--- config.mk ---
export PLATFORM = sky130hd
export DESIGN_NAME = byte_serializer_flat
export DESIGN_NICKNAME = d
export VERILOG_FILES = /design/src/rtl/seqdec_pkg.sv /design/src/rtl/byte_serializer_if.sv /design/src/rtl/ser_fifo.sv /design/src/rtl/byte_serializer.sv /design/src/flat_wrapper.sv
export SDC_FILE = /design/constraint.sdc
export NUM_CORES = 1
export LEC_CHECK = 0
export ABC_AREA = 0
export CORE_AREA = 2 2 58 114
export DETAILED_ROUTE_END_ITERATION = 7
export DIE_AREA = 0 0 60 116
export PLACE_DENSITY = 0.64
export SYNTH_ARGS = -nofsm -noshare
export SYNTH_HDL_FRONTEND = slang
export SYNTH_SLANG_ARGS = --single-unit
export TNS_END_PERCENT = 100
--- constraint.sdc ---
create_clock -name Clk -period 2.7 [get_ports Clk]
set_input_delay 0.27 -clock Clk [delete_from_list [all_inputs] [get_ports Clk]]
set_output_delay 0.27 -clock Clk [all_outputs]
set_load 0.01 [all_outputs]
--- src/rtl/seqdec_pkg.sv ---
// Shared constants and types for the byte serializer and the serial detectors it feeds.
// No logic of its own; SEQ_MATCH is the pattern the downstream detector benches look for.
// BYTE_W is fixed at 8 for this revision.
package seqdec_pkg;

  localparam int BYTE_W = 8;

  localparam logic [BYTE_W-1:0] SEQ_MATCH = 8'h53;

  typedef enum logic {
    IDLE  = 1'b0,
    SHIFT = 1'b1
  } ser_state_e;

  // Even parity over one byte: 1 when the byte holds an odd number of ones.
  function automatic logic even_parity(input logic [BYTE_W-1:0] b);
    return ^b;
  endfunction

endpackage

--- src/rtl/byte_serializer_if.sv ---
// Byte-in / bit-out bundle between a byte producer and the serializer.
// master drives the parallel byte side; slave is the serializer itself.
// InReady gates acceptance; the serial side has no backpressure.
interface byte_serializer_if;
  import seqdec_pkg::*;

  logic [BYTE_W-1:0] InData;
  logic              InValid;
  logic              InReady;
  logic              Out;
  logic              OutValid;
  logic              FrameStart;
  logic              Busy;

  modport master (
    output InData, InValid,
    input  InReady, Out, OutValid, FrameStart, Busy
  );

  modport slave (
    input  InData, InValid,
    output InReady, Out, OutValid, FrameStart, Busy
  );

endinterface

--- src/rtl/ser_fifo.sv ---
// DEPTH x WIDTH synchronous FIFO with registered count; head is read combinationally.
// Latency: a pushed entry is visible at the head the cycle after the push edge.
// Backpressure: push ignored while full (even with a same-edge pop); pop ignored while empty.
module ser_fifo #(
  parameter int DEPTH = 4,
  parameter int WIDTH = 8
) (
  input  logic                     Clk,
  input  logic                     Reset,
  input  logic                     push_i,
  input  logic [WIDTH-1:0]         push_dat_i,
  input  logic                     pop_i,
  output logic [WIDTH-1:0]         pop_dat_o,
  output logic                     full_o,
  output logic                     empty_o,
  output logic [$clog2(DEPTH):0]   count_o
);

  localparam int              AW       = $clog2(DEPTH);
  localparam logic [AW:0]     FULL_CNT = (AW+1)'(DEPTH);

  logic [WIDTH-1:0] mem_q [DEPTH];
  logic [AW-1:0]    wr_ptr_q;
  logic [AW-1:0]    rd_ptr_q;
  logic [AW:0]      count_q;
  logic             push_ok;
  logic             pop_ok;

  assign full_o    = (count_q == FULL_CNT);
  assign empty_o   = (count_q == '0);
  assign count_o   = count_q;
  assign pop_dat_o = mem_q[rd_ptr_q];
  assign push_ok   = push_i && !full_o;
  assign pop_ok    = pop_i && !empty_o;

  // Pointer and occupancy bookkeeping; pointers wrap naturally at DEPTH.
  always_ff @(posedge Clk) begin
    if (Reset) begin
      wr_ptr_q <= '0;
      rd_ptr_q <= '0;
      count_q  <= '0;
    end else begin
      if (push_ok) wr_ptr_q <= wr_ptr_q + AW'(1);
      if (pop_ok)  rd_ptr_q <= rd_ptr_q + AW'(1);
      case ({push_ok, pop_ok})
        2'b10:   count_q <= count_q + (AW+1)'(1);
        2'b01:   count_q <= count_q - (AW+1)'(1);
        default: count_q <= count_q;
      endcase
    end
  end

  // Storage needs no reset: entries are only read once the count covers them.
  always_ff @(posedge Clk) begin
    if (push_ok) mem_q[wr_ptr_q] <= push_dat_i;
  end

endmodule

--- src/rtl/byte_serializer.sv ---
// Buffers parallel bytes and shifts them out MSB-first, one bit per Clk, gapless back-to-back.
// Latency: byte accepted at edge N loads at N+1; bit 7 on Out after N+1. SER_PARITY_EN adds a trailing even-parity slot.
// Backpressure: InReady = FIFO not full (registered count); serial output is never stalled.
module byte_serializer
  import seqdec_pkg::*;
#(
  parameter int DEPTH = 4
) (
  input  logic              Clk,
  input  logic              Reset,
  byte_serializer_if.slave  bus
);

`ifdef SER_PARITY_EN
  localparam logic [3:0] LAST_BIT = 4'd8;
`else
  localparam logic [3:0] LAST_BIT = 4'd7;
`endif

  ser_state_e          state_q, state_d;
  logic [BYTE_W-1:0]   shift_q, shift_d;
  logic [3:0]          bitcnt_q, bitcnt_d;
`ifdef SER_PARITY_EN
  logic                parity_q, parity_d;
`endif

  logic                fifo_pop;
  logic [BYTE_W-1:0]   fifo_head;
  logic                fifo_full;
  logic                fifo_empty;
  logic [$clog2(DEPTH):0] fifo_count;

  logic                load;
  logic                out_bit;
  logic                out_vld;
  logic                frame_start;

  ser_fifo #(
    .DEPTH (DEPTH),
    .WIDTH (BYTE_W)
  ) u_fifo (
    .Clk        (Clk),
    .Reset      (Reset),
    .push_i     (bus.InValid),
    .push_dat_i (bus.InData),
    .pop_i      (fifo_pop),
    .pop_dat_o  (fifo_head),
    .full_o     (fifo_full),
    .empty_o    (fifo_empty),
    .count_o    (fifo_count)
  );

  // Shift engine state register; reset discards any byte in flight.
  always_ff @(posedge Clk) begin
    if (Reset) begin
      state_q  <= IDLE;
      shift_q  <= '0;
      bitcnt_q <= '0;
`ifdef SER_PARITY_EN
      parity_q <= 1'b0;
`endif
    end else begin
      state_q  <= state_d;
      shift_q  <= shift_d;
      bitcnt_q <= bitcnt_d;
`ifdef SER_PARITY_EN
      parity_q <= parity_d;
`endif
    end
  end

  // Next-state and serial outputs; the last slot of a frame chains straight into the next byte.
  always_comb begin
    state_d     = state_q;
    shift_d     = shift_q;
    bitcnt_d    = bitcnt_q;
`ifdef SER_PARITY_EN
    parity_d    = parity_q;
`endif
    load        = 1'b0;
    fifo_pop    = 1'b0;
    out_bit     = 1'b0;
    out_vld     = 1'b0;
    frame_start = 1'b0;

    case (state_q)
      IDLE: begin
        if (!fifo_empty) load = 1'b1;
      end
      SHIFT: begin
        out_vld     = 1'b1;
        frame_start = (bitcnt_q == LAST_BIT);
`ifdef SER_PARITY_EN
        out_bit     = (bitcnt_q == 4'd0) ? parity_q : shift_q[BYTE_W-1];
`else
        out_bit     = shift_q[BYTE_W-1];
`endif
        shift_d     = {shift_q[BYTE_W-2:0], 1'b0};
        bitcnt_d    = bitcnt_q - 4'd1;
        if (bitcnt_q == 4'd0) begin
          if (!fifo_empty) begin
            load = 1'b1;
          end else begin
            state_d  = IDLE;
            bitcnt_d = 4'd0;
          end
        end
      end
      default: state_d = IDLE;
    endcase

    if (load) begin
      fifo_pop = 1'b1;
      shift_d  = fifo_head;
      bitcnt_d = LAST_BIT;
      state_d  = SHIFT;
`ifdef SER_PARITY_EN
      parity_d = even_parity(fifo_head);
`endif
    end
  end

  assign bus.InReady    = !fifo_full;
  assign bus.Out        = out_bit;
  assign bus.OutValid   = out_vld;
  assign bus.FrameStart = frame_start;
  assign bus.Busy       = (state_q == SHIFT) || (fifo_count != '0);

endmodule

--- src/flat_wrapper.sv ---
// flat-port wrapper written by rule: the top's interface ports become plain ports
module byte_serializer_flat import seqdec_pkg::*;
#(
  parameter int DEPTH = 4
)
  (Clk, Reset, bus_InData, bus_InValid, bus_InReady, bus_Out, bus_OutValid, bus_FrameStart, bus_Busy);
  byte_serializer_if bus_i ();
  input  logic Clk;
  input  logic Reset;
  input wire logic [$bits(bus_i.InData)-1:0] bus_InData;
  input wire logic [$bits(bus_i.InValid)-1:0] bus_InValid;
  output wire logic [$bits(bus_i.InReady)-1:0] bus_InReady;
  output wire logic [$bits(bus_i.Out)-1:0] bus_Out;
  output wire logic [$bits(bus_i.OutValid)-1:0] bus_OutValid;
  output wire logic [$bits(bus_i.FrameStart)-1:0] bus_FrameStart;
  output wire logic [$bits(bus_i.Busy)-1:0] bus_Busy;
  assign bus_i.InData = bus_InData;
  assign bus_i.InValid = bus_InValid;
  assign bus_InReady = bus_i.InReady;
  assign bus_Out = bus_i.Out;
  assign bus_OutValid = bus_i.OutValid;
  assign bus_FrameStart = bus_i.FrameStart;
  assign bus_Busy = bus_i.Busy;
  byte_serializer #(.DEPTH(DEPTH)) u_core (.Clk(Clk), .Reset(Reset), .bus(bus_i));
endmodule
==> impl_metrics.env, run 1 <==
export IMPL_outcome="complete, no violations"
export IMPL_cellLeakagePower_nw=0.9489
export IMPL_yosysSeqAreaShare_pct=59.42
export IMPL_ctsResizeCount=0
export IMPL_routed_wirelength_um=3939
export IMPL_startpoint_type="register"
export IMPL_wl_per_cell_um=14.32
export IMPL_synth_warning_count=0
export IMPL_final_cell_area_um2=2718
export IMPL_port_buffers=15
export IMPL_critical_path_class="register to register"
export IMPL_ys_dominant_reg_cell="edfxtp_1"
export IMPL_reg2reg_slack_ns=0.34
export IMPL_worstPathMaxFanout=10
export IMPL_ctsLongestPathBuffers=2
export IMPL_hold_buffers=0
export IMPL_floorplan_core_area_um2=6056
export IMPL_fin_crit_ns=2.365
export IMPL_worst_skew_pair_late_latency_ns=0.30
export IMPL_cp_end_kind="register"
export IMPL_syn_area_per_cell_um2=13.32
export IMPL_worstRegToRegCells=8
export IMPL_layout_core_utilization_pct=44.88
export IMPL_num_rows=40
export IMPL_synth_cell_area_um2=2359
export IMPL_detailedRoute_firstIterationViolations=20
export IMPL_worst_r2r_startpoint="u_core.u_fifo.count_o[2]$_SDFFE_PP0P_"
export IMPL_antenna_cells=0
export IMPL_largest_family_of_logic_cells_by_synthesized_area="compound AO/OA/AOI/OAI gates"
export IMPL_worst_endpoint_required_ns=2.92
export IMPL_tns_ns=0
export IMPL_synthDistinctLibCells=41
export IMPL_number_of_cts_inserted_buffers=5
export IMPL_die_area_um2=6960
export IMPL_io_pin_count=16
export IMPL_final_hold_violation_count=0
export IMPL_number_of_design_rule_violations_left_after_detail_routing=0
export IMPL_dr_total_vias=1390
export IMPL_hold_path_depth=2
export IMPL_gp_congestion=0.7256
export IMPL_finClkSkew_ns=0.008175
export IMPL_number_of_nets_in_the_layout=210
export IMPL_die_x_um=60
export IMPL_ant_nets=0
export IMPL_place_inst=267
export IMPL_clk_pin_slew_worst_paths_ns=0.07
export IMPL_synthArstFlopShare_pct=0
export IMPL_drv_max_cap_violation_count=0
export IMPL_ir_drop_v=0.0006987
export IMPL_wire_length_of_the_first_global_routing_pass_um=6589
export IMPL_post_synth_and_or_nand_nor_area_fraction_pct=9.973
export IMPL_dpl_worst_slack_ns=0.3464
export IMPL_max_slew_worst_pin_slew_ns=0.7808
export IMPL_chipHeight_um=116
export IMPL_synth_adder_area_share_pct=5.093
export IMPL_worst_hold_path_endpoint="u_core.shift_q[7]$_SDFFE_PP0P_"
export IMPL_worstReg2RegEnd="u_core.u_fifo.count_o[2]$_SDFFE_PP0P_"
export IMPL_post_dp_hpwl_um=2902
export IMPL_ys_seq_elements=54
export IMPL_starting_utilization_of_the_core_area_pct=38.95
export IMPL_numClockSinks=54
export IMPL_worst_hold_startpoint="u_core.shift_q[6]$_SDFFE_PP0P_"
export IMPL_flow_area_growth_from_synthesis_pct=15.23
export IMPL_htree_levels=2
export IMPL_number_of_synthesized_flops_with_an_enable_pin=32
export IMPL_pin_count_of_the_biggest_net_entering_global_routing=24
export IMPL_final_layout_size_suffix_gt1_share_pct=14.66
export IMPL_hold_path_class="register to register"
export IMPL_final_setup_viol_count=0
export IMPL_grt_use_total_pct=13.19
export IMPL_postLayoutSetupSlackWorst_ns=0.3353
export IMPL_synth_compound_area_share_pct=10.56
export IMPL_fin_crit_sh_pct=87.58
export IMPL_first_global_vias=1346
export IMPL_finalMaxSlewViolations=0
export IMPL_arrival_ns=2.58
export IMPL_clock_tree_from_tritoncts="done"
export IMPL_rsz_0062_raised_after_global_routing="no"
export IMPL_antenna_found_initial=0
export IMPL_dpl_cell_area_um2=2564
export IMPL_root_buffer="clkbuf_16"
export IMPL_sum_of_overflow_across_all_layers_after_global_routing=0
export IMPL_synthesis_nets=197
export IMPL_postCtsSetupRepairBufs=0
export IMPL_postSynthCellCount=177
export IMPL_power_density_nw_per_um2=990.1
export IMPL_area_share_of_xor_xnor_cells_in_the_synthesized_design_pct=0.7427
export IMPL_via_per_inst=5.055
export IMPL_layout_cells_non_filler=275
export IMPL_synth_area_mux_share_pct=9.072
export IMPL_pre_antenna_drt_iters=3
export IMPL_clock_fmax_mhz=422.9
export IMPL_max_slew_margin_rel_pct=47.78
==> worst max-delay path, stage by stage (launching register included) <==
cell and delay, ns:
dfxtp_1 0.45, or3b_1 0.52, nand2_1 0.13, ha_1 0.18, inv_1 0.06, fa_1 0.37
xor2_1 0.16, or3_1 0.30, a21oi_1 0.13
==> worst max path at each step <==
stage                                          start                                    end
2_1_floorplan  u_core.u_fifo.count_o[2]$_SDFFE_PP0P_  u_core.u_fifo.count_o[2]$_SDFFE_PP0P_
3_3_place_gp   u_core.u_fifo.count_o[2]$_SDFFE_PP0P_  u_core.u_fifo.count_o[2]$_SDFFE_PP0P_
3_5_place_dp         u_core.bitcnt_q[0]$_SDFFE_PP0P_  u_core.u_fifo.count_o[2]$_SDFFE_PP0P_
6_report       u_core.u_fifo.count_o[2]$_SDFFE_PP0P_  u_core.u_fifo.count_o[2]$_SDFFE_PP0P_
5_1_grt              u_core.bitcnt_q[0]$_SDFFE_PP0P_  u_core.u_fifo.count_o[2]$_SDFFE_PP0P_
4_1_cts        u_core.u_fifo.count_o[2]$_SDFFE_PP0P_  u_core.u_fifo.count_o[2]$_SDFFE_PP0P_
==> per-layer routing <==
metal  track usage (%)  part of all wire [%]
met5                 0                     0
met2             23.48                    57
met3             3.460                   2.7
met1             13.63                    38
met4             6.667                   2.4
==> cell families after synthesis <==
family	after synthesis
flip-flops	54
AO/OA/AOI/OAI	33
buffers and inverters	27
adder cells (fa/ha/maj)	9
XOR/XNOR	2
AND/OR/NAND/NOR	41
multiplexers	11
==> stage by stage <==
stage | total power, mW | hold WS, ns
6_report | 2.691 | 0.4660
5_1_grt | 2.873 | 0.4972
4_1_cts | 2.732 | 0.4729
3_5_place_dp | 2.074 | 0.4648
3_3_place_gp | 2.063 | 0.4610
2_1_floorplan | 1.854 | 0.3689
==> synth_stat cells (2+ instances only) <==
| master | n | share of area (%) |
|---|---|---|
| inv_1 | 17 | 2.7 |
| buf_6 | 2 | 0.95 |
| nor2_1 | 16 | 2.5 |
| and3_1 | 4 | 1.1 |
| nor4_1 | 2 | 0.53 |
| edfxtp_1 | 32 | 41 |
| a211oi_1 | 7 | 2.2 |
| xor2_1 | 2 | 0.74 |
| a21oi_1 | 6 | 1.3 |
| nand3_1 | 5 | 1.1 |
| a21o_1 | 2 | 0.64 |
| a2111oi_0 | 7 | 2.6 |
| a31oi_1 | 3 | 0.80 |
| mux2_2 | 3 | 1.4 |
| nand2_1 | 4 | 0.64 |
| buf_2 | 3 | 0.64 |
| ha_1 | 8 | 4.2 |
| clkbuf_1 | 3 | 0.48 |
| mux4_2 | 8 | 7.6 |
| dfxtp_1 | 22 | 19 |
==> state kept, by name, indices dropped and copies added, names as in the netlist, named ones only <==
signal / cells
u_core.bitcnt_q: 4
u_core.u_fifo.count_o: 3
u_core.shift_q: 8
u_core.u_fifo.wr_ptr_q: 2
u_core.state_q: 1
u_core.u_fifo.rd_ptr_q: 2
u_core.u_fifo.mem_q: 32
==> placed cells by master, fill, tap and decap left out, types with 2 or more instances in the layout <==
cell             netlist  routed
a2111oi_0              7       7
a211oi_1               7       7
a21o_1                 2       2
a21oi_1                6       6
a31oi_1                3       3
and3_1                 4       4
clkbuf_16              0       5
clkdlybuf4s50_1        0      15
clkinv_4               0       2
dfxtp_1               22      22
edfxtp_1              32      32
ha_1                   8       8
inv_1                 17      17
mux2_2                 3       3
mux4_2                 8       8
nand2_1                4       4
nand3_1                5       5
nor2_1                16      16
nor4_1                 2       2
xor2_1                 2       2
==> final cells by class <==
class	instances	area (um^2)
clock buffer	5	125.1
clock inverter	3	28.78
fill	571	3338
inverter	17	63.81
multi-input combinational	96	835.8
sequential	54	1401
tap	84	105.1
timing repair buffer	16	157.7
==> where the power goes <==
group          internal (mW)  switching [mW]
combinational          0.405           0.467
sequential              1.03           0.134
clock                  0.353           0.298
total                   1.79           0.899
No activity file was read; power rests on OpenSTA's default activity.
==> run 2, diff against run 1 <==
--- a/config.mk
+++ b/config.mk
@@ -6,10 +6,10 @@
 export NUM_CORES = 1
 export LEC_CHECK = 0
 export ABC_AREA = 0
-export CORE_AREA = 2 2 58 114
+export CORE_AREA = 2 2 95 70
 export DETAILED_ROUTE_END_ITERATION = 7
-export DIE_AREA = 0 0 60 116
-export PLACE_DENSITY = 0.64
+export DIE_AREA = 0 0 97 72
+export PLACE_DENSITY = 0.65
 export SYNTH_ARGS = -nofsm -noshare
 export SYNTH_HDL_FRONTEND = slang
 export SYNTH_SLANG_ARGS = --single-unit
==> run 2 against run 1 <==
  * Hold slack worse by 0.011 ns
  * Total power down 4.0%
  * Global-route usage decreased by 1.0 points
  * Via count decreased by 0.86%
  * Clock skew is 0.0029 ns higher
  * Combinational power down 2%
  * Highest routed layer unchanged
==> impl_metrics.env, run 2 (synthesized netlist as in run 1, its figures left out) <==
export IMPL_reg2reg_slack_ns=0.32
export IMPL_post_layout_total_power_mw=2.584
export IMPL_top_register="u_core.u_fifo.mem_q"
export IMPL_number_of_design_rule_violations_left_after_detail_routing=0
export IMPL_cpMostUsedCell="inv_1"
export IMPL_starting_utilization_of_the_core_area_pct=39.08
export IMPL_port_buffers=15
export IMPL_final_setup_viol_count=0
export IMPL_max_slew_worst_pin_slew_ns=0.8005
export IMPL_critical_path_max_stage_delay_ns=0.37
export IMPL_largestRegisters="u_core.u_fifo.mem_q x32, u_core.shift_q x8, u_core.bitcnt_q x4"
export IMPL_die_area_um2=6984
export IMPL_post_dp_hpwl_um=2735
export IMPL_clockPowerShare_pct=21.4
export IMPL_critical_path_class="register to register"
export IMPL_hold_path_class="register to register"
export IMPL_floorplan_core_area_um2=6036
export IMPL_first_global_vias=1293
export IMPL_flow_area_growth_from_synthesis_pct=13.32
export IMPL_drv_max_cap_violation_count=0
export IMPL_root_buffer="clkbuf_8"
export IMPL_ctsLongestPathBuffers=2
export IMPL_num_rows=24
export IMPL_final_cell_area_um2=2673
export IMPL_wire_length_of_the_first_global_routing_pass_um=6589
export IMPL_antenna_found_initial=0
export IMPL_io_pin_count=16
export IMPL_rsz_0062_raised_after_global_routing="no"
export IMPL_ir_drop_v=0.0004109
export IMPL_startpoint_type="register"
export IMPL_cp_end_kind="register"
export IMPL_gp_congestion=0.7538
export IMPL_postCtsSetupRepairBufs=0
export IMPL_cell_with_the_largest_stage_delay_on_the_worst_path="fa_1"
export IMPL_part_of_the_total_power_dissipated_in_combinational_logic_pct=33.1
export IMPL_power_internal_mw=1.715
export IMPL_dr_total_vias=1378
export IMPL_dpl_cell_area_um2=2556
export IMPL_detailedRoute_firstIterationViolations=93
export IMPL_clock_fmax_mhz=419.5
export IMPL_pin_count_of_the_biggest_net_entering_global_routing=24
export IMPL_pre_antenna_drt_iters=4
export IMPL_htree_levels=2
export IMPL_final_layout_size_suffix_gt1_share_pct=14.66
export IMPL_hold_buffers=0
export IMPL_layout_core_utilization_pct=44.28
export IMPL_antenna_cells=0
export IMPL_chipHeight_um=72
export IMPL_die_x_um=97
export IMPL_finClkSkew_ns=0.01106
export IMPL_routed_wirelength_um=3944
export IMPL_clk_pin_slew_worst_paths_ns=0.10
export IMPL_via_per_inst=5.123
export IMPL_p_sw_share_pct=33.61
export IMPL_layout_commonest_cell="edfxtp_1"
export IMPL_number_of_cts_inserted_buffers=5
export IMPL_clock_tree_from_tritoncts="done"
export IMPL_ant_nets=0
export IMPL_arrival_ns=2.61
export IMPL_finalMaxSlewViolations=0
export IMPL_max_slew_margin_rel_pct=46.47
export IMPL_power_density_nw_per_um2=966.9
export IMPL_ctsResizeCount=0
export IMPL_wl_per_cell_um=14.66
export IMPL_crit_path_cell_trace="inv_1 > ha_1 > nor3b_2 > o21ai_2 > inv_1 > ha_1 > inv_1 > fa_1 > xor2_1 > or3_1 > a21oi_1"
export IMPL_final_hold_violation_count=0
export IMPL_numClockSinks=54
export IMPL_grt_use_total_pct=12.18
export IMPL_tns_ns=0
export IMPL_worst_skew_pair_late_latency_ns=0.31
export IMPL_number_of_nets_in_the_layout=210
export IMPL_mostFrequentLayoutCells="edfxtp_1, dfxtp_1, inv_1, nor2_1, clkdlybuf4s50_1"
export IMPL_worstPathMaxFanout=5
export IMPL_dpl_worst_slack_ns=0.3337
export IMPL_cellLeakagePower_nw=0.9317
export IMPL_worst_endpoint_required_ns=2.93
export IMPL_largest_register_ffs=32
export IMPL_switching_power_mw=0.8685
export IMPL_outcome="complete, no violations"
export IMPL_postLayoutSetupSlackWorst_ns=0.3165
export IMPL_fin_crit_ns=2.384
export IMPL_fin_crit_sh_pct=88.28
export IMPL_pwr_share_seq_pct=45.5
export IMPL_sum_of_overflow_across_all_layers_after_global_routing=0
run 2: cell count changes in the layout (fill, tap and decap cells not counted):
cell       previous run  this run
bufinv_16             0         1
clkbuf_16             5         0
clkbuf_8              0         5
clkinv_4              2         1
inv_6                 0         1
inv_8                 1         0
run 2: cell type report:
| cell class | count | area, um^2 |
|---|---|---|
| Inverter | 17 | 63.81 |
| Tap cell | 78 | 97.59 |
| Clock inverter | 3 | 47.55 |
| Fill cell | 535 | 3363 |
| Multi-Input combinational cell | 96 | 835.8 |
| Timing Repair Buffer | 16 | 157.7 |
| Clock buffer | 5 | 68.82 |
| Sequential cell | 54 | 1401 |
run 2: final timing paths:
kind                                      endpoint                             from  depth (start not counted)
max reg2reg  u_core.u_fifo.count_o[2]$_SDFFE_PP0P_  u_core.bitcnt_q[0]$_SDFFE_PP0P_                         11
min reg2reg         u_core.shift_q[7]$_SDFFE_PP0P_   u_core.shift_q[6]$_SDFFE_PP0P_                          2
min                 u_core.shift_q[7]$_SDFFE_PP0P_   u_core.shift_q[6]$_SDFFE_PP0P_                          2
max          u_core.u_fifo.count_o[2]$_SDFFE_PP0P_  u_core.bitcnt_q[0]$_SDFFE_PP0P_                         11
run 2: power by group through the flow:
stage / Sequential, mW / Combinational [mW] / Clock, mW
4_1_cts: 1.18 / 0.861 / 0.569
2_1_floorplan: 1.13 / 0.724 / 0
3_3_place_gp: 1.19 / 0.858 / 0
5_1_grt: 1.21 / 0.964 / 0.600
3_5_place_dp: 1.20 / 0.858 / 0
6_report: 1.18 / 0.855 / 0.553
run 2: metrics by stage:
stage	instances	hold slack [ns]
global placement	261	0.4572
floorplan	177	0.3689
finish	269	0.4549
global route	269	0.4891
CTS	269	0.4600
detailed placement	261	0.4592
run 2: critical path, delay by kind of cell (launching register included):
kind / cells / cell delay, ns
AOI/OAI and AO/OA: 2 / 0.23
xor gates and xnor gates: 1 / 0.15
adders and majority gates: 3 / 0.72
buffers and inverters: 3 / 0.29
DFF: 1 / 0.36
and+or+nand+nor: 2 / 0.56
run 2: routing by layer:
layer  global-route usage, %  share of wire, %  vias to the layer above  wire, um
met3                   3.276               4.0                        5       159
met2                   18.44                44                       30      1744
li1                        -                 -                      684         -
met1                   17.16                51                      659      1999
met4                   4.225               1.0                        0        40
met5                       0                 0                        -         0
==> run 3, diff against run 2 <==
--- a/config.mk
+++ b/config.mk
@@ -9,7 +9,7 @@
 export CORE_AREA = 2 2 95 70
 export DETAILED_ROUTE_END_ITERATION = 7
 export DIE_AREA = 0 0 97 72
-export PLACE_DENSITY = 0.65
+export PLACE_DENSITY_LB_ADDON = 0.08
 export SYNTH_ARGS = -nofsm -noshare
 export SYNTH_HDL_FRONTEND = slang
 export SYNTH_SLANG_ARGS = --single-unit
==> run 3 against run 2 <==
  * Combinational power rose by 5.3%
  * Utilization fell by 0.10 points
  * Routed wire length rose by 18%
  * Via count rose by 6.6%
  * Worst setup slack got worse by 0.11 ns
  * Non-clock buffer count did not move
  * Maximum frequency fell by 4.4%
  * Final cell count did not move
  * Clock power fell by 4%
  * Sequential cell count did not move
  * First-iteration DRC count fell by 3.2%
  * Hold slack improved by 0.016 ns
  * Largest cell class unchanged
==> impl_metrics.env, run 3 (synthesized netlist as in run 1, its figures left out) <==
export IMPL_post_dp_hpwl_um=3264
export IMPL_fillCellCount=525
export IMPL_wire_length_of_the_first_global_routing_pass_um=7700
export IMPL_worstPathMaxFanout=5
export IMPL_detailedRoute_firstIterationViolations=90
export IMPL_worst_skew_pair_late_latency_ns=0.29
export IMPL_hold_path_class="register to register"
export IMPL_hold_path_depth=2
export IMPL_layout_commonest_cell="edfxtp_1"
export IMPL_startpoint="u_core.bitcnt_q[0]$_SDFFE_PP0P_"
export IMPL_starting_utilization_of_the_core_area_pct=39.08
export IMPL_cellLeakagePower_nw=0.9244
export IMPL_port_buffers=15
export IMPL_cp_buffers_inverters=3
export IMPL_worstRegToRegCells=11
export IMPL_root_buffer="clkbuf_8"
export IMPL_first_global_vias=1508
export IMPL_dr_total_vias=1469
export IMPL_reg2reg_slack_ns=0.21
export IMPL_routed_wirelength_um=4656
export IMPL_top_register="u_core.u_fifo.mem_q"
export IMPL_arrival_ns=2.71
export IMPL_ctsLongestPathBuffers=2
export IMPL_fin_crit_sh_pct=92.34
export IMPL_pin_count_of_the_biggest_net_entering_global_routing=24
export IMPL_tns_ns=0
export IMPL_worst_r2r_startpoint="u_core.bitcnt_q[0]$_SDFFE_PP0P_"
export IMPL_worstReg2RegEnd="u_core.u_fifo.count_o[2]$_SDFFE_PP0P_"
export IMPL_chipHeight_um=72
export IMPL_dpl_cell_area_um2=2556
export IMPL_largestRegisters="u_core.u_fifo.mem_q x32, u_core.shift_q x8, u_core.bitcnt_q x4"
export IMPL_drv_max_cap_violation_count=0
export IMPL_postLayoutSetupSlackWorst_ns=0.2067
export IMPL_wl_per_cell_um=17.31
export IMPL_cp_end_kind="register"
export IMPL_floorplan_core_area_um2=6036
export IMPL_clk_pin_slew_worst_paths_ns=0.09
export IMPL_numClockSinks=54
export IMPL_final_layout_size_suffix_gt1_share_pct=14.14
export IMPL_outcome="complete, no violations"
export IMPL_die_area_um2=6984
export IMPL_globalRoute_busiestLayer="met2"
export IMPL_num_rows=24
export IMPL_antenna_found_initial=0
export IMPL_met1_usage_pct=19.31
export IMPL_gp_congestion=0.7188
export IMPL_number_of_cts_inserted_buffers=5
export IMPL_io_pin_count=16
export IMPL_worst_path_dominant_cell_family="adder cells"
export IMPL_critical_path_depth=11
export IMPL_cell_with_the_largest_stage_delay_on_the_worst_path="fa_1"
export IMPL_ir_drop_v=0.0004177
export IMPL_ctsResizeCount=0
export IMPL_global_route_usage_met2_pct=23.46
export IMPL_sum_of_overflow_across_all_layers_after_global_routing=0
export IMPL_largest_register_ffs=32
export IMPL_finalMaxSlewViolations=0
export IMPL_grtUsageMet3_pct=2.794
export IMPL_mostFrequentLayoutCells="edfxtp_1, dfxtp_1, inv_1, nor2_1, clkdlybuf4s50_1"
export IMPL_clock_fmax_mhz=401.1
export IMPL_antenna_cells=0
export IMPL_final_setup_viol_count=0
export IMPL_max_slew_worst_pin_slew_ns=0.8113
export IMPL_grt_use_total_pct=14.29
export IMPL_cpMostUsedCell="inv_1"
export IMPL_number_of_nets_in_the_layout=210
export IMPL_postCtsSetupRepairBufs=0
export IMPL_rsz_0062_raised_after_global_routing="no"
export IMPL_worst_endpoint_required_ns=2.91
export IMPL_final_hold_violation_count=0
export IMPL_htree_levels=2
export IMPL_pre_antenna_drt_iters=4
export IMPL_flow_area_growth_from_synthesis_pct=13.05
export IMPL_dpl_worst_slack_ns=0.2325
export IMPL_fin_crit_ns=2.493
export IMPL_startpoint_type="register"
export IMPL_die_x_um=97
export IMPL_ant_nets=0
export IMPL_final_cell_area_um2=2666
export IMPL_crit_path_cell_trace="inv_1 > ha_1 > nor3b_2 > o21ai_2 > inv_1 > ha_1 > inv_1 > fa_1 > xor2_1 > or3_1 > a21oi_1"
export IMPL_critical_path_class="register to register"
export IMPL_clock_tree_from_tritoncts="done"
export IMPL_hold_buffers=0
export IMPL_critical_path_endpoint="u_core.u_fifo.count_o[2]$_SDFFE_PP0P_"
export IMPL_critical_path_max_stage_delay_ns=0.38
export IMPL_via_per_inst=5.461
export IMPL_finClkSkew_ns=0.003558
export IMPL_number_of_design_rule_violations_left_after_detail_routing=0
export IMPL_power_density_nw_per_um2=985.5
export IMPL_max_slew_margin_rel_pct=45.75
-- run 3: layer usage --
layer / vias to the layer above / wire (um) / part of all wire [%]
met2: 40 / 2165 / 46
met5: - / 0 / 0
met1: 735 / 2248 / 48
met3: 6 / 178 / 3.8
met4: 0 / 64 / 1.4
li1: 688 / - / -
-- run 3: final cells by class --
| class | instances | area, um^2 | share of cell area, % |
|---|---|---|---|
| Timing Repair Buffer | 16 | 157.7 | 5.913 |
| Inverter | 17 | 63.81 | 2.393 |
| Sequential cell | 54 | 1401 | 52.56 |
| Clock buffer | 6 | 72.57 | 2.722 |
| Tap cell | 78 | 97.59 | 3.660 |
| Multi-Input combinational cell | 96 | 835.8 | 31.35 |
| Clock inverter | 2 | 37.54 | 1.408 |
-- run 3: where the power goes --
group | switching (mW) | internal [mW]
Combinational | 0.493 | 0.407
Sequential | 0.163 | 1.03
Clock | 0.256 | 0.277
-- run 3: stage by stage --
step           instances  utilization, %  hold slack [ns]  total power [mW]
2_1_floorplan        177               -           0.3689             1.854
3_3_place_gp         261           42.35           0.4524             2.062
3_5_place_dp         261           42.35           0.4641             2.108
4_1_cts              269           44.18           0.4778             2.648
5_1_grt              269           44.18           0.4955             2.795
6_report             269           44.18           0.4708             2.628
-- run 3: worst reg2reg max path: cells and delay by family (launching register included) --
family	cells	cell delay, ns
xor+xnor	1	0.17
fa+ha+maj	3	0.76
compound gates	2	0.24
flops	1	0.37
buf+inv	3	0.30
simple gates	2	0.58
-- run 3: how the worst min path moves through the flow --
stage / slack [ns] / startpoint / to
5_1_grt: 0.50 / u_core.shift_q[6]$_SDFFE_PP0P_ / u_core.shift_q[7]$_SDFFE_PP0P_
2_1_floorplan: 0.37 / bus_InData[0] / u_core.u_fifo.mem_q[0][0]$_DFFE_PP_
6_report: 0.47 / u_core.shift_q[5]$_SDFFE_PP0P_ / u_core.shift_q[6]$_SDFFE_PP0P_
3_3_place_gp: 0.45 / u_core.shift_q[2]$_SDFFE_PP0P_ / u_core.shift_q[3]$_SDFFE_PP0P_
3_5_place_dp: 0.46 / u_core.shift_q[5]$_SDFFE_PP0P_ / u_core.shift_q[6]$_SDFFE_PP0P_
4_1_cts: 0.48 / u_core.shift_q[5]$_SDFFE_PP0P_ / u_core.shift_q[6]$_SDFFE_PP0P_
